`config.mk`:
```
export PLATFORM = sky130hd
export DESIGN_NAME = ttt_turn_controller
export DESIGN_NICKNAME = d
export VERILOG_FILES = /design/src/rtl/ttt_pkg.sv /design/src/rtl/ttt_win_detect.sv /design/src/rtl/ttt_turn_controller.sv
export SDC_FILE = /design/constraint.sdc
export NUM_CORES = 1
export LEC_CHECK = 0
export CAP_MARGIN = 30
export CORE_ASPECT_RATIO = 1.1
export CORE_MARGIN = 2
export CORE_UTILIZATION = 42
export CTS_CLUSTER_DIAMETER = 40
export DETAILED_ROUTE_END_ITERATION = 10
export PLACE_DENSITY = 0.69
export SYNTH_ARGS = -nofsm -noshare
export SYNTH_HDL_FRONTEND = slang
export SYNTH_SLANG_ARGS = --single-unit
export TNS_END_PERCENT = 50
```
`constraint.sdc`:
```
create_clock -name clk -period 2.25 [get_ports clk]
set_input_delay 0.225 -clock clk [delete_from_list [all_inputs] [get_ports clk]]
set_output_delay 0.225 -clock clk [all_outputs]
set_load 0.005 [all_outputs]
```
`src/rtl/ttt_pkg.sv`:
```
// Shared types and constants for the tic-tac-toe turn controller.
// Cell codes, FSM state encoding and the win-line index table.
package ttt_pkg;

    localparam int NUM_CELLS = 9;
    localparam int NUM_LINES = 8;

    localparam logic [1:0] CELL_EMPTY = 2'b00;
    localparam logic [1:0] CELL_P1    = 2'b01;
    localparam logic [1:0] CELL_P2    = 2'b10;

    typedef enum logic [2:0] {
        S_IDLE,
        S_P1_TURN,
        S_P2_TURN,
        S_CHECK,
        S_EVAL,
        S_GAME_OVER
    } state_t;

    typedef logic [NUM_CELLS-1:0][1:0] board_t;

    // rows, columns, then both diagonals
    localparam logic [NUM_LINES-1:0][2:0][3:0] WIN_LINES = {
        {4'd6, 4'd4, 4'd2},
        {4'd8, 4'd4, 4'd0},
        {4'd8, 4'd5, 4'd2},
        {4'd7, 4'd4, 4'd1},
        {4'd6, 4'd3, 4'd0},
        {4'd8, 4'd7, 4'd6},
        {4'd5, 4'd4, 4'd3},
        {4'd2, 4'd1, 4'd0}
    };

endpackage

```
`src/rtl/ttt_win_detect.sv`:
```
// Combinational win/draw detector over a committed board.
// Reports whether the given player holds any line and whether the board is full.
module ttt_win_detect
    import ttt_pkg::*;
(
    input  board_t     i_board,
    input  logic [1:0] i_player,
    output logic       o_line_win,
    output logic       o_board_full
);

    always_comb begin
        o_line_win   = 1'b0;
        o_board_full = 1'b1;
        for (int l = 0; l < NUM_LINES; l++) begin
            if (i_board[WIN_LINES[l][0]] == i_player &&
                i_board[WIN_LINES[l][1]] == i_player &&
                i_board[WIN_LINES[l][2]] == i_player) begin
                o_line_win = 1'b1;
            end
        end
        for (int c = 0; c < NUM_CELLS; c++) begin
            if (i_board[c] == CELL_EMPTY) begin
                o_board_full = 1'b0;
            end
        end
    end

endmodule

```
`src/rtl/ttt_turn_controller.sv`:
```
// Tic-tac-toe turn sequencer: owns the board, alternates players, commits legal moves.
// Optional idle auto-move enabled by defining TTT_TURN_TIMEOUT_EN.
module ttt_turn_controller
    import ttt_pkg::*;
#(
    parameter int TIMEOUT_CYCLES = 50_000_000,
    parameter int CNT_W          = 26
) (
    input  logic       clk,
    input  logic       rst,
    input  logic       start,
    input  logic       move_valid,
    input  logic [3:0] move_pos,
    output logic       move_ready,
    input  logic       illegal,
    output logic [8:0] player1_enabler,
    output logic [8:0] player2_enabler,
    output logic [1:0] pos1,
    output logic [1:0] pos2,
    output logic [1:0] pos3,
    output logic [1:0] pos4,
    output logic [1:0] pos5,
    output logic [1:0] pos6,
    output logic [1:0] pos7,
    output logic [1:0] pos8,
    output logic [1:0] pos9,
    output logic [1:0] current_player,
    output logic       move_ack,
    output logic       move_reject,
    output logic       game_over,
    output logic [1:0] winner
);

    state_t     r_state;
    board_t     r_board;
    logic [8:0] r_en1;
    logic [8:0] r_en2;
    logic [1:0] r_mover;
    logic [3:0] r_pos;
    logic [1:0] r_winner;
    logic       r_ack;
    logic       r_rej;

    state_t     w_state_nx;
    board_t     w_board_nx;
    logic [8:0] w_en1_nx;
    logic [8:0] w_en2_nx;
    logic [1:0] w_mover_nx;
    logic [3:0] w_pos_nx;
    logic [1:0] w_winner_nx;
    logic       w_ack_nx;
    logic       w_rej_nx;

    logic       w_in_turn;
    logic       w_xfer;
    logic       w_pos_ok;
    logic       w_timeout;
    logic [3:0] w_auto_pos;
    logic       w_take;
    logic [3:0] w_take_pos;
    logic [8:0] w_onehot;
    logic [1:0] w_turn_code;
    logic       w_line_win;
    logic       w_board_full;

    assign w_in_turn   = (r_state == S_P1_TURN) || (r_state == S_P2_TURN);
    assign w_xfer      = move_valid && w_in_turn;
    assign w_pos_ok    = (move_pos <= 4'd8);
    assign w_take      = (w_xfer && w_pos_ok) || w_timeout;
    assign w_take_pos  = w_xfer ? move_pos : w_auto_pos;
    assign w_onehot    = 9'd1 << w_take_pos;
    assign w_turn_code = (r_state == S_P1_TURN) ? CELL_P1 : CELL_P2;

`ifdef TTT_TURN_TIMEOUT_EN
    logic [CNT_W-1:0] r_cnt;

    // a turn state is never entered with a full board, so an empty cell exists
    always_comb begin
        w_auto_pos = 4'd0;
        for (int c = NUM_CELLS - 1; c >= 0; c--) begin
            if (r_board[c] == CELL_EMPTY) begin
                w_auto_pos = 4'(c);
            end
        end
    end

    assign w_timeout = w_in_turn && !w_xfer &&
                       (r_cnt == CNT_W'(TIMEOUT_CYCLES - 1));

    always_ff @(posedge clk) begin
        if (rst) begin
            r_cnt <= '0;
        end else if (w_in_turn && w_state_nx == r_state) begin
            r_cnt <= r_cnt + 1'b1;
        end else begin
            r_cnt <= '0;
        end
    end
`else
    logic w_unused_cfg;

    assign w_timeout    = 1'b0;
    assign w_auto_pos   = 4'd0;
    assign w_unused_cfg = ^{TIMEOUT_CYCLES, CNT_W};
`endif

    ttt_win_detect u_win (
        .i_board      (r_board),
        .i_player     (r_mover),
        .o_line_win   (w_line_win),
        .o_board_full (w_board_full)
    );

    always_comb begin
        w_state_nx  = r_state;
        w_board_nx  = r_board;
        w_en1_nx    = '0;
        w_en2_nx    = '0;
        w_mover_nx  = r_mover;
        w_pos_nx    = r_pos;
        w_winner_nx = r_winner;
        w_ack_nx    = 1'b0;
        w_rej_nx    = 1'b0;
        unique case (r_state)
            S_IDLE: begin
                if (start) begin
                    w_board_nx = '0;
                    w_state_nx = S_P1_TURN;
                end
            end
            S_P1_TURN, S_P2_TURN: begin
                if (w_take) begin
                    w_mover_nx = w_turn_code;
                    w_pos_nx   = w_take_pos;
                    if (r_state == S_P1_TURN) begin
                        w_en1_nx = w_onehot;
                    end else begin
                        w_en2_nx = w_onehot;
                    end
                    w_state_nx = S_CHECK;
                end else if (w_xfer) begin
                    w_rej_nx = 1'b1;
                end
            end
            S_CHECK: begin
                if (illegal) begin
                    w_rej_nx   = 1'b1;
                    w_state_nx = (r_mover == CELL_P1) ? S_P1_TURN : S_P2_TURN;
                end else begin
                    w_board_nx[r_pos] = r_mover;
                    w_ack_nx          = 1'b1;
                    w_state_nx        = S_EVAL;
                end
            end
            S_EVAL: begin
                if (w_line_win) begin
                    w_winner_nx = r_mover;
                    w_state_nx  = S_GAME_OVER;
                end else if (w_board_full) begin
                    w_winner_nx = CELL_EMPTY;
                    w_state_nx  = S_GAME_OVER;
                end else begin
                    w_state_nx = (r_mover == CELL_P1) ? S_P2_TURN : S_P1_TURN;
                end
            end
            S_GAME_OVER: begin
                if (start) begin
                    w_board_nx  = '0;
                    w_winner_nx = CELL_EMPTY;
                    w_state_nx  = S_P1_TURN;
                end
            end
            default: begin
                w_state_nx = S_IDLE;
            end
        endcase
    end

    always_ff @(posedge clk) begin
        if (rst) begin
            r_state  <= S_IDLE;
            r_board  <= '0;
            r_en1    <= '0;
            r_en2    <= '0;
            r_mover  <= CELL_EMPTY;
            r_pos    <= '0;
            r_winner <= CELL_EMPTY;
            r_ack    <= 1'b0;
            r_rej    <= 1'b0;
        end else begin
            r_state  <= w_state_nx;
            r_board  <= w_board_nx;
            r_en1    <= w_en1_nx;
            r_en2    <= w_en2_nx;
            r_mover  <= w_mover_nx;
            r_pos    <= w_pos_nx;
            r_winner <= w_winner_nx;
            r_ack    <= w_ack_nx;
            r_rej    <= w_rej_nx;
        end
    end

    assign move_ready      = w_in_turn;
    assign player1_enabler = r_en1;
    assign player2_enabler = r_en2;
    assign move_ack        = r_ack;
    assign move_reject     = r_rej;
    assign game_over       = (r_state == S_GAME_OVER);
    assign winner          = r_winner;
    assign current_player  = (r_state == S_P1_TURN) ? CELL_P1 :
                             (r_state == S_P2_TURN) ? CELL_P2 : CELL_EMPTY;

    assign pos1 = r_board[0];
    assign pos2 = r_board[1];
    assign pos3 = r_board[2];
    assign pos4 = r_board[3];
    assign pos5 = r_board[4];
    assign pos6 = r_board[5];
    assign pos7 = r_board[6];
    assign pos8 = r_board[7];
    assign pos9 = r_board[8];

endmodule
```
==> results.rst, run 1 <==
.. list-table::
   :header-rows: 1

   * - Metric
     - Value
   * - Number of port buffers
     - 52
   * - Clock Root Buffer
     - sky130_fd_sc_hd__clkbuf_8
   * - TritonCTS buffer count
     - 5
   * - DRT iter0 DRCs
     - approximately 210
   * - Layout cells sized above 1
     - 0.0986
   * - Path class of the lowest-slack min-delay path
     - flip-flop to flip-flop
   * - Netlist area before placement
     - around 0.0023 mm²
   * - Setup crit start kind
     - flip-flop
   * - WS Path Type
     - flip-flop to output port
   * - N_diodes
     - 0
   * - Clock tree from TritonCTS
     - built
   * - Sink of the worst hold path
     - winner[1]
   * - Power per unit of standard cell area
     - 690 mW/mm²
   * - Post-synthesis to final-layout area growth
     - 32.2%
   * - Hold violation count in the final report
     - 0
   * - Area contributors post-synth
     - sky130_fd_sc_hd__dfxtp_1 (42%), sky130_fd_sc_hd__a22oi_1 (6.7%), sky130_fd_sc_hd__nor2_1 (6.7%), sky130_fd_sc_hd__nor3_1 (6.4%), sky130_fd_sc_hd__and3_1 (3.5%)
   * - Outcome
     - finished clean
   * - Crit path cell chain
     - or3_1 -> inv_2 -> or2_2 -> clkdlybuf4s50_1
   * - Initial antenna violation count
     - 0
   * - Count of cells along the worst register-to-register path
     - 6
   * - Initial core utilization
     - 0.436
   * - Setup repair after global routing missed its margin
     - false
   * - Least-Margin Pin Slew
     - 456 ps
   * - CTS H-tree lvls
     - 2
   * - Area of the die
     - around 0.006 mm²
   * - Hold-critical path depth
     - 1
   * - Final count of pins violating max slew
     - 0
   * - Req. time, crit path
     - slightly above 2000 ps
   * - Remaining antenna violation count
     - 0
   * - Worst IR Drop VDD
     - around 0.39 mV
   * - Commonest cells after routing, fill and taps aside
     - sky130_fd_sc_hd__clkdlybuf4s50_1 (52), sky130_fd_sc_hd__dfxtp_1 (46), sky130_fd_sc_hd__nor2_1 (42)
   * - Post-detailed-route via-to-cell ratio
     - 5.66
   * - Most common library cell in the layout ignoring fill and taps
     - sky130_fd_sc_hd__clkdlybuf4s50_1
   * - Total number of vias
     - 2378
   * - Arrival time at the worst endpoint
     - between 1500 and 2000 ps
   * - Worst setup slack before clock tree synthesis
     - about 77 ps
   * - Clk buf depth
     - 2
   * - Skew-Pair Late Insertion Delay
     - between 300 and 400 ps
   * - Final-report setup violation count
     - 0
   * - Slowest library cell on the worst path
     - sky130_fd_sc_hd__clkdlybuf4s50_1
   * - Critical path startpoint
     - r_state[2]
   * - Leakage power of the design
     - about 1.1 nW
   * - Layout net count
     - about 350
   * - Seq cells post-synth
     - between 40 and 50
   * - RR Endpoint
     - winner[0]
   * - First-pass DRT Iterations
     - 4
   * - Register-to-register path setup slack
     - approximately 250 ps
   * - Highest attainable clock frequency
     - between 400 and 500 MHz
   * - Wire length of the first global-routing pass
     - 10500 µm
   * - Post-synthesis cell type with the largest combined area
     - sky130_fd_sc_hd__dfxtp_1
   * - Remaining global-route overflow
     - 0
   * - Horiz. Die Dim
     - around 75 µm
   * - FP Rows
     - 28
   * - Unique cell type count in the Yosys netlist
     - 42
   * - Setup_tns
     - 0 ps
   * - Overall global routing resource usage
     - 0.218
   * - Share of the clock period used by the worst path after layout
     - 0.945
   * - Largest incremental delay on the critical path
     - approximately 490 ps
   * - Slew HR
     - 0.692
   * - Gate count of the mapped netlist
     - approximately 280
   * - Top cell type's share of synthesized area
     - 0.420
   * - Final weighted congestion in routability-driven placement
     - 0.888
   * - Final WS setup
     - around 120 ps
   * - Startpoint of the lowest-slack hold path
     - winner[1]
   * - Setup clock skew after layout
     - ~6.9 ps
   * - Clock Sinks
     - 49
   * - Avg WL per Cell
     - 15.1 µm
   * - Net count after synthesis
     - about 290
   * - Crit Path Max Fanout
     - 5
   * - Post-route worst hold slack
     - roughly 500 ps
   * - Top-Level Pins
     - 53
   * - Detailed Route WL
     - roughly 6300 µm
   * - Area of the core
     - roughly 0.0054 mm²
   * - Yosys warnings
     - 0
   * - Via count of the first global-routing pass
     - 2229
   * - Min cycle time layout
     - 2130 ps
   * - Max capacitance violation total
     - 0
   * - Sequential area share after synthesis
     - 0.420
   * - Clock transition at the registers of the reported paths
     - 90 ps
   * - CP Capture Type
     - output port
   * - Chip height
     - 82.2 µm
   * - Reg-to-Reg Start
     - r_mover[1]
   * - Mean area per synthesized cell
     - approximately 8.2 µm²
   * - Detailed Place HPWL
     - between 4000 and 5000 µm
   * - Residual DRC
     - 0
   * - Pin count of the biggest net entering global routing
     - 21
flip-flops by register name, indices dropped and copies added (netlist names):
name / count
r_state: 3
pos7: 2
pos8: 2
pos9: 2
player2_enabler: 9
r_mover: 2
pos5: 2
r_pos: 4
winner: 2
pos6: 2
player1_enabler: 9
pos2: 2
pos3: 2
pos1: 2
move_reject: 1
pos4: 2
move_ack: 1
timing repair:
action                     in CTS  in global routing
resized for setup               1                  3
hold buffers                    0                  0
setup buffers                   0                  0
setup endpoints to repair       1                  4
layout make-up:
| cell class | count | area (µm²) |
|---|---|---|
| Clock buffer | 6 | 82.6 |
| Clock inverter | 2 | 17.5 |
| Multi-Input combinational cell | 216 | 1260 |
| Sequential cell | 49 | 985 |
| Tap cell | 75 | 93.8 |
| Timing Repair Buffer | 68 | 641 |
| Fill cell | 522 | 2270 |
| Inverter | 4 | 15.0 |
worst max-delay path by stage:
stage                 end  slack (ps)  cells past startpoint
6_report       move_ready         120                      4
5_1_grt        move_ready          30                      4
4_1_cts        move_ready          50                      4
3_5_place_dp    winner[0]          80                      6
3_3_place_gp    winner[0]         110                      6
2_1_floorplan   winner[0]         410                      6
worst max-delay path, delay by kind of cell, from the launching register on:
family                 cells  cell delay (ps)
DFF                        1              360
buffers and inverters      2              620
and+or+nand+nor            2              610
Yosys cell counts:
| library cell | n |
|---|---|
| sky130_fd_sc_hd__nor3b_1 | 2 |
| sky130_fd_sc_hd__xor2_1 | 7 |
| sky130_fd_sc_hd__o21ai_0 | 12 |
| sky130_fd_sc_hd__o221ai_1 | 1 |
| sky130_fd_sc_hd__dfxtp_1 | 49 |
| sky130_fd_sc_hd__and2_1 | 5 |
| sky130_fd_sc_hd__o31ai_4 | 1 |
| sky130_fd_sc_hd__and3_1 | 13 |
| sky130_fd_sc_hd__or4_4 | 1 |
| sky130_fd_sc_hd__nand3b_1 | 2 |
| sky130_fd_sc_hd__o22ai_2 | 1 |
| sky130_fd_sc_hd__nand2b_1 | 6 |
| sky130_fd_sc_hd__and3_2 | 1 |
| sky130_fd_sc_hd__a32o_1 | 2 |
| sky130_fd_sc_hd__o32ai_1 | 1 |
| sky130_fd_sc_hd__nor2_1 | 42 |
| sky130_fd_sc_hd__or3_1 | 2 |
| sky130_fd_sc_hd__nor3_1 | 30 |
| sky130_fd_sc_hd__nor3_2 | 1 |
| sky130_fd_sc_hd__o211a_1 | 1 |
| sky130_fd_sc_hd__o31ai_1 | 1 |
| sky130_fd_sc_hd__o21ai_1 | 3 |
| sky130_fd_sc_hd__a21oi_1 | 8 |
| sky130_fd_sc_hd__a22oi_1 | 21 |
| sky130_fd_sc_hd__a211oi_1 | 3 |
| sky130_fd_sc_hd__nor2b_1 | 3 |
| sky130_fd_sc_hd__or2_2 | 1 |
| sky130_fd_sc_hd__clkbuf_1 | 8 |
| sky130_fd_sc_hd__buf_4 | 3 |
| sky130_fd_sc_hd__nand3_1 | 6 |
| sky130_fd_sc_hd__inv_1 | 4 |
| sky130_fd_sc_hd__o22ai_1 | 10 |
| sky130_fd_sc_hd__buf_6 | 2 |
| sky130_fd_sc_hd__nand2_1 | 13 |
| sky130_fd_sc_hd__nor4b_1 | 1 |
| sky130_fd_sc_hd__o211ai_1 | 1 |
| sky130_fd_sc_hd__o21bai_1 | 1 |
| sky130_fd_sc_hd__buf_2 | 2 |
| sky130_fd_sc_hd__a31oi_1 | 4 |
| sky130_fd_sc_hd__a2bb2oi_1 | 2 |
| sky130_fd_sc_hd__nor4_1 | 6 |
| sky130_fd_sc_hd__nand4bb_1 | 1 |
cell families after synthesis:
logic type,after synthesis,synth area share
AOI/OAI and AO/OA,73,0.216
xor gates and xnor gates,7,0.0262
buffers and inverters,19,0.0428
DFF,49,0.420
and+or+nand+nor,136,0.296
through the flow:
step	cell area, µm²	total power, mW	utilization	std cells
4_1_cts	3090	2.14	0.576	420
3_5_place_dp	2990	1.57	0.557	412
2_1_floorplan	2340	1.38	-	284
3_3_place_gp	2990	1.57	0.557	412
6_report	3090	2.13	0.577	420
5_1_grt	3090	2.25	0.577	420
per-layer routing:
layer,up-vias,routed length (µm),global-route usage
li1,1172,-,-
met1,1129,2820,0.290
met2,66,3050,0.346
met3,11,359,0.0498
met4,0,103,0.0750
met5,-,0,0
where the power goes:
part	switching [mW]	internal (mW)
Combinational	0.340	0.271
Clock	0.311	0.256
Sequential	0.0552	0.898
Note: power is estimated with default switching activity, not from simulation.
==> inputs of run 2 (changes only) <==
--- a/config.mk
+++ b/config.mk
@@ -7,7 +7,7 @@
 export LEC_CHECK = 0
 export CAP_MARGIN = 30
 export CORE_ASPECT_RATIO = 1.1
-export CORE_MARGIN = 2
+export CORE_MARGIN = 3
 export CORE_UTILIZATION = 42
 export CTS_CLUSTER_DIAMETER = 40
 export DETAILED_ROUTE_END_ITERATION = 10
==> run 2 against run 1 <==
  * Core utilization is 2.0 points higher
  * Global-route usage is 2.4 points lower
  * Clock skew is 2.4 ps lower
  * Total power is 5.0% higher
  * Worst setup slack better by 3.7 ps
  * Critical path depth stayed put
  * First-iteration DRC count is 6.6% lower
  * Maximum frequency is 0.17% higher
  * Via count is 1.8% lower
  * Highest routed layer unchanged
  * Largest power group unchanged
  * Routed wire length is 0.43% lower
==> results.rst, run 2 (synthesis gave the netlist of run 1 again) <==
.. list-table::
   :header-rows: 1

   * - Metric
     - Value
   * - Arrival time at the worst endpoint
     - 1900 ps (about the same)
   * - Setup clock skew after layout
     - 4.55 ps (-2.39 ps)
   * - Register-to-register path setup slack
     - 260 ps (about the same)
   * - Sequential standard cell area
     - 985 µm² (unchanged)
   * - Top routing layer in use
     - met4
   * - Filler cells
     - 512 (-1.9%)
   * - Setup_tns
     - 0 ps (unchanged)
   * - Post-route insts no fill
     - 416 (-0.95%)
   * - Slew HR
     - 0.684 (-0.00789)
   * - Post-synthesis to final-layout area growth
     - 32.8%
   * - Final WS setup
     - 126 ps (+3.70 ps)
   * - Setup crit start kind
     - flip-flop
   * - Area of placed instances
     - 0.00298 mm² (-0.38%)
   * - Remaining global-route overflow
     - 0 (unchanged)
   * - Crit path cell chain
     - or3_4 -> inv_1 -> or2_2 -> clkdlybuf4s50_1
   * - Chip height
     - 84.2 µm (+2.4%)
   * - Hold violation count in the final report
     - 0 (unchanged)
   * - Combined buffer and inverter count along the critical path
     - 2 (unchanged)
   * - Top-Level Pins
     - 53 (unchanged)
   * - Max capacitance violation total
     - 0 (unchanged)
   * - Post-detailed-route via-to-cell ratio
     - 5.62 (-0.82%)
   * - Outcome
     - finished clean
   * - Residual DRC
     - 0 (unchanged)
   * - FP Rows
     - 27 (-3.6%)
   * - RR Endpoint
     - winner[0]
   * - N_diodes
     - 0 (unchanged)
   * - Remaining antenna violation count
     - 0 (unchanged)
   * - Power per unit of standard cell area
     - 721 mW/mm² (+4.5%)
   * - Cell-internal power
     - 1.53 mW (+7.7%)
   * - Met1 layer wirelength in the final routing
     - 2940 µm (+4.0%)
   * - Share of total power in the clock network
     - 0.297 (+0.031)
   * - Req. time, crit path
     - 2030 ps (about the same)
   * - Final core utilization
     - 0.597 (+0.0201)
   * - Total Power Consumption
     - 2.24 mW (+5.0%)
   * - Layout cells sized above 1
     - 0.0959 (-0.00262)
   * - Final weighted congestion in routability-driven placement
     - 0.804 (-9.5%)
   * - Least-Margin Pin Slew
     - 467 ps (+11.7 ps)
   * - DRT iter0 DRCs
     - 198 (-6.6%)
   * - Combinational cell fraction of total power
     - 0.276 (-0.011)
   * - Critical path's top delay family
     - buffers and inverters
   * - Wire length of the first global-routing pass
     - 10400 µm (-0.85%)
   * - Total number of vias
     - 2336 (-1.8%)
   * - Worst IR Drop VDD
     - 0.402 mV (+1.9%)
   * - Min cycle time layout
     - 2120 ps (-3.70 ps)
   * - Startpoint of the lowest-slack hold path
     - winner[1]
   * - Horiz. Die Dim
     - 77.1 µm (+2.7%)
   * - Post-route worst hold slack
     - 501 ps (-0.222 ps)
   * - First-pass DRT Iterations
     - 5 (+1)
   * - Via count of the first global-routing pass
     - 2110 (-5.3%)
   * - CTS H-tree lvls
     - 2 (unchanged)
   * - Clock transition at the registers of the reported paths
     - 90 ps (about the same)
   * - Initial antenna violation count
     - 0 (unchanged)
   * - Leakage power of the design
     - 1.15 nW (+0.40%)
   * - Clock Sinks
     - 49 (unchanged)
   * - Slowest library cell on the worst path
     - sky130_fd_sc_hd__clkdlybuf4s50_1
   * - Part of the total power dissipated in sequential elements
     - 0.427 (-0.020)
   * - Commonest cells after routing, fill and taps aside
     - sky130_fd_sc_hd__clkdlybuf4s50_1 (52), sky130_fd_sc_hd__dfxtp_1 (46), sky130_fd_sc_hd__nor2_1 (42)
   * - Highest attainable clock frequency
     - 471 MHz (+0.17%)
   * - Crit Path Max Fanout
     - 11 (+6)
   * - Skew-Pair Late Insertion Delay
     - 300 ps (about the same)
   * - Detailed Place HPWL
     - 4660 µm (+1.9%)
   * - Most common library cell in the layout ignoring fill and taps
     - sky130_fd_sc_hd__clkdlybuf4s50_1
   * - Path class of the lowest-slack min-delay path
     - flip-flop to flip-flop
   * - Largest incremental delay on the critical path
     - 500 ps (about the same)
   * - Final cell area excluding filler cells
     - 0.00310 mm² (+0.45%)
   * - Sink of the worst hold path
     - winner[1]
   * - Initial core utilization
     - 0.449 (+0.0132)
   * - Share of the clock period used by the worst path after layout
     - 0.944 (-0.00164)
   * - Met3 WL
     - 293 µm (-18%)
   * - CP Capture Type
     - output port
   * - Area of the die
     - 0.00650 mm² (+5.2%)
   * - Clock Root Buffer
     - sky130_fd_sc_hd__clkbuf_8
   * - Cell count after placement
     - 408 (-0.97%)
   * - Final count of pins violating max slew
     - 0 (unchanged)
   * - WS Path Type
     - flip-flop to output port
   * - Area of the core
     - 0.00520 mm² (-2.9%)
   * - Clock tree from TritonCTS
     - built
   * - Post-CTS setup buffers
     - 0 (unchanged)
   * - Area of the multi-input gates
     - 0.00126 mm² (+0.40%)
   * - Sw Pwr
     - 703 µW (-0.62%)
   * - Detailed Route WL
     - 6300 µm (-0.43%)
   * - Avg WL per Cell
     - 15.2 µm (+0.53%)
   * - Hold-critical path depth
     - 1 (unchanged)
   * - TritonCTS buffer count
     - 5 (unchanged)
   * - Clk buf depth
     - 2 (unchanged)
   * - Met2 routed WL
     - 2990 µm (-1.7%)
   * - Count of cells along the worst register-to-register path
     - 6 (unchanged)
   * - Hold Buf Count CTS
     - 0 (unchanged)
   * - Setup repair after global routing missed its margin
     - false
   * - Pin count of the biggest net entering global routing
     - 29 (+38%)
   * - Switching Share
     - 0.314 (-0.0176)
   * - Overall global routing resource usage
     - 0.194 (-0.0239)
   * - Layout net count
     - 352 (-0.28%)
   * - Number of port buffers
     - 52 (unchanged)
   * - Final-report setup violation count
     - 0 (unchanged)
   * - Reg-to-Reg Start
     - r_mover[1]
   * - Worst setup slack before clock tree synthesis
     - 68.2 ps (-8.73 ps)
==> run 2: changes by cell type in the layout (fill, tap and decap cells not counted) <==
cell | before | now
sky130_fd_sc_hd__buf_4 | 16 | 15
sky130_fd_sc_hd__bufinv_16 | 0 | 1
sky130_fd_sc_hd__or3_4 | 0 | 1
sky130_fd_sc_hd__or3_1 | 2 | 1
sky130_fd_sc_hd__inv_1 | 3 | 4
sky130_fd_sc_hd__clkinv_4 | 1 | 0
sky130_fd_sc_hd__inv_6 | 1 | 0
sky130_fd_sc_hd__clkinvlp_4 | 0 | 1
sky130_fd_sc_hd__inv_2 | 1 | 0
==> run 2: per-layer routing <==
layer	global-route usage	up-vias
li1	-	1168
met1	0.262	1109
met2	0.311	50
met3	0.0451	9
met4	0.0534	0
met5	0	-
==> run 2: power by group through the flow <==
| stage | Sequential (mW) | Combinational (mW) | Clock, mW |
|---|---|---|---|
| 2_1_floorplan | 0.936 | 0.441 | 0 |
| 3_3_place_gp | 0.970 | 0.599 | 0 |
| 3_5_place_dp | 0.972 | 0.603 | 0 |
| 4_1_cts | 0.952 | 0.613 | 0.678 |
| 5_1_grt | 0.962 | 0.683 | 0.711 |
| 6_report | 0.955 | 0.617 | 0.665 |
==> run 2: area by class of cell <==
type                            count  area share
Multi-Input combinational cell    216       0.406
Sequential cell                    49       0.317
Timing Repair Buffer               67       0.204
Tap cell                           72      0.0290
Clock buffer                        6      0.0266
Clock inverter                      2      0.0121
Inverter                            4     0.00484
==> run 2: worst max path at each step <==
stage          slack (ps)  startpoint    endpoint  depth (start not counted)
3_3_place_gp          150  r_mover[1]   winner[1]                          6
6_report              130  r_state[1]  move_ready                          4
3_5_place_dp           70  r_mover[1]   winner[0]                          6
4_1_cts                40  r_state[1]  move_ready                          4
2_1_floorplan         410     pos2[1]   winner[0]                          6
5_1_grt                60  r_state[1]  move_ready                          4
==> run 2: timing repair <==
item	4_1_cts	5_1_grt
pin swaps	0	0
setup endpoints to repair	1	5
gates resized for setup	1	3
cloned	0	0
==> inputs of run 3 (changes only) <==
--- a/config.mk
+++ b/config.mk
@@ -8,10 +8,10 @@
 export CAP_MARGIN = 30
 export CORE_ASPECT_RATIO = 1.1
 export CORE_MARGIN = 3
-export CORE_UTILIZATION = 42
+export CORE_UTILIZATION = 50
 export CTS_CLUSTER_DIAMETER = 40
 export DETAILED_ROUTE_END_ITERATION = 10
-export PLACE_DENSITY = 0.69
+export PLACE_DENSITY = 0.8
 export SYNTH_ARGS = -nofsm -noshare
 export SYNTH_HDL_FRONTEND = slang
 export SYNTH_SLANG_ARGS = --single-unit
==> run 3 against run 2 <==
  * Clock power down 5.7%
  * Critical path depth unchanged
  * Routed wire length up 1.0%
  * Highest routed layer unchanged
  * Hold slack better by 7.4 ps
  * Core utilization up 10 points
  * Final cell count down 4.3%
  * Critical endpoint unchanged
  * Global-route usage up 4.4 points
  * Non-clock buffer count unchanged
  * Die area down 15%
==> results.rst, run 3 (synthesis gave the netlist of run 1 again) <==
.. list-table::
   :header-rows: 1

   * - Metric
     - Value
   * - Outcome
     - finished clean
   * - Worst IR Drop VDD
     - 0.583 mV (+45%)
   * - Post-CTS setup buffers
     - 0 (unchanged)
   * - Post-detailed-route via-to-cell ratio
     - 6.01 (+7.0%)
   * - Top-Level Pins
     - 53 (unchanged)
   * - Arrival time at the worst endpoint
     - 1910 ps (about the same)
   * - Horiz. Die Dim
     - 71.2 µm (-7.7%)
   * - Cell count after placement
     - 390 (-4.4%)
   * - Final-report setup violation count
     - 0 (unchanged)
   * - Setup crit start kind
     - flip-flop
   * - Hold violation count in the final report
     - 0 (unchanged)
   * - Least-Margin Pin Slew
     - 492 ps (+24.4 ps)
   * - Area of the die
     - 0.00553 mm² (-15%)
   * - Area of the core
     - 0.00441 mm² (-15%)
   * - Final weighted congestion in routability-driven placement
     - 0.828 (+3.0%)
   * - Final cell area excluding filler cells
     - 0.00307 mm² (-1.0%)
   * - Max capacitance violation total
     - 0 (unchanged)
   * - Slowest library cell on the worst path
     - sky130_fd_sc_hd__clkdlybuf4s50_1
   * - Combined buffer and inverter count along the critical path
     - 2 (unchanged)
   * - Wire length of the first global-routing pass
     - 10700 µm (+3.0%)
   * - Clock Sinks
     - 49 (unchanged)
   * - Setup repair after global routing missed its margin
     - false
   * - Hold Buf Count CTS
     - 0 (unchanged)
   * - Min cycle time layout
     - 2130 ps (+10.2 ps)
   * - Power per unit of standard cell area
     - 718 mW/mm² (-0.33%)
   * - Share of the clock period used by the worst path after layout
     - 0.948 (+0.00451)
   * - Crit Path Max Fanout
     - 11 (unchanged)
   * - Sequential standard cell area
     - 985 µm² (unchanged)
   * - Largest incremental delay on the critical path
     - 500 ps (about the same)
   * - Clk buf depth
     - 2 (unchanged)
   * - Path class of the lowest-slack min-delay path
     - flip-flop to flip-flop
   * - Final WS setup
     - 116 ps (-10.2 ps)
   * - Clock transition at the registers of the reported paths
     - 90 ps (about the same)
   * - FP Rows
     - 25 (-7.4%)
   * - Pin count of the biggest net entering global routing
     - 20 (-31%)
   * - Most common library cell in the layout ignoring fill and taps
     - sky130_fd_sc_hd__clkdlybuf4s50_1
   * - Number of port buffers
     - 52 (unchanged)
   * - TritonCTS buffer count
     - 5 (unchanged)
   * - WS Path Type
     - flip-flop to output port
   * - Clock Root Buffer
     - sky130_fd_sc_hd__clkbuf_8
   * - Layout cells sized above 1
     - 0.0930 (-0.00291)
   * - Detailed Route WL
     - 6370 µm (+1.0%)
   * - First-pass DRT Iterations
     - 5 (unchanged)
   * - Slew HR
     - 0.668 (-0.0165)
   * - Detailed Place HPWL
     - 4660 µm (about the same)
   * - Initial core utilization
     - 0.530 (+0.0807)
   * - Remaining global-route overflow
     - 0 (unchanged)
   * - Chip height
     - 77.7 µm (-7.8%)
   * - DRT iter0 DRCs
     - 305 (+54%)
   * - Final count of pins violating max slew
     - 0 (unchanged)
   * - Via count of the first global-routing pass
     - 2240 (+6.2%)
   * - Total Power Consumption
     - 2.21 mW (-1.3%)
   * - Worst setup slack before clock tree synthesis
     - 93.6 ps (+25.5 ps)
   * - Crit path cell chain
     - or3_4 -> inv_1 -> or2_2 -> clkdlybuf4s50_1
   * - Skew-Pair Late Insertion Delay
     - 300 ps (about the same)
   * - Final core utilization
     - 0.697 (+0.100)
   * - Layout net count
     - 352 (unchanged)
   * - Avg WL per Cell
     - 16.0 µm (+5.6%)
   * - Highest attainable clock frequency
     - 469 MHz (-0.48%)
   * - Initial antenna violation count
     - 0 (unchanged)
   * - Clock tree from TritonCTS
     - built
   * - Residual DRC
     - 0 (unchanged)
   * - Overall global routing resource usage
     - 0.238 (+0.0438)
   * - Post-route worst hold slack
     - 508 ps (+7.42 ps)
   * - Commonest cells after routing, fill and taps aside
     - sky130_fd_sc_hd__clkdlybuf4s50_1 (52), sky130_fd_sc_hd__dfxtp_1 (46), sky130_fd_sc_hd__nor2_1 (42)
   * - Setup clock skew after layout
     - 5.95 ps (+1.39 ps)
   * - CP Capture Type
     - output port
   * - Req. time, crit path
     - 2030 ps (about the same)
   * - N_diodes
     - 0 (unchanged)
   * - Area of the multi-input gates
     - 0.00126 mm² (unchanged)
   * - Post-route insts no fill
     - 398 (-4.3%)
   * - Setup_tns
     - 0 ps (unchanged)
   * - Total number of vias
     - 2391 (+2.4%)
   * - CTS H-tree lvls
     - 2 (unchanged)
   * - Post-synthesis to final-layout area growth
     - 31.5%
   * - Critical path's top delay family
     - buffers and inverters
   * - Remaining antenna violation count
     - 0 (unchanged)
   * - Leakage power of the design
     - 1.14 nW (-0.24%)
   * - Filler cells
     - 382 (-25%)
   * - Area of placed instances
     - 0.00295 mm² (-0.76%)
## run 3: changes by cell type in the layout (fill, tap and decap cells not counted)
cell	previous run	this run
sky130_fd_sc_hd__clkinvlp_4	1	0
sky130_fd_sc_hd__clkbuf_1	0	1
sky130_fd_sc_hd__clkinv_4	0	1
sky130_fd_sc_hd__clkbuf_8	6	5
## run 3: layout make-up
class / instances / share of cell area
inverter: 4 / 0.00489
multi-input combinational: 216 / 0.410
clock inverter: 2 / 0.0126
clock buffer: 6 / 0.0236
sequential: 49 / 0.320
tap: 54 / 0.0220
timing repair buffer: 67 / 0.206
## run 3: worst paths after layout
path                                  from         end  slack [ps]  cells after the start
worst min-delay path             winner[1]   winner[1]         510                      1
worst min register to register   winner[1]   winner[1]         510                      1
worst max-delay path            r_state[1]  move_ready         120                      4
worst max register to register     pos7[1]   winner[0]         260                      6
## run 3: report_power, final
group          switching, mW  leakage (nW)  total, mW  internal (mW)
combinational          0.349         0.692      0.624          0.276
clock                  0.293        0.0554      0.627          0.334
sequential            0.0574         0.397      0.956          0.898
## run 3: worst reg2reg max path: stages (launching register included)
cell and delay [ps]:
sky130_fd_sc_hd__dfxtp_1 410, sky130_fd_sc_hd__and3_1 230, sky130_fd_sc_hd__o22ai_1 180, sky130_fd_sc_hd__a211oi_1 110
sky130_fd_sc_hd__or4_4 560, sky130_fd_sc_hd__and3_1 210, sky130_fd_sc_hd__a32o_1 200
## run 3: layer usage
metal / vias to the layer above / GRT usage / part of all wire
li1: 1165 / - / -
met1: 1125 / 0.312 / 0.43
met2: 94 / 0.388 / 0.50
met3: 7 / 0.0492 / 0.062
met4: 0 / 0.0771 / 0.010
met5: - / 0 / 0
## run 3: what timing repair did
action / CTS / global route
pin swaps: 0 / 0
gates resized for setup: 1 / 3
setup endpoints to repair: 1 / 4
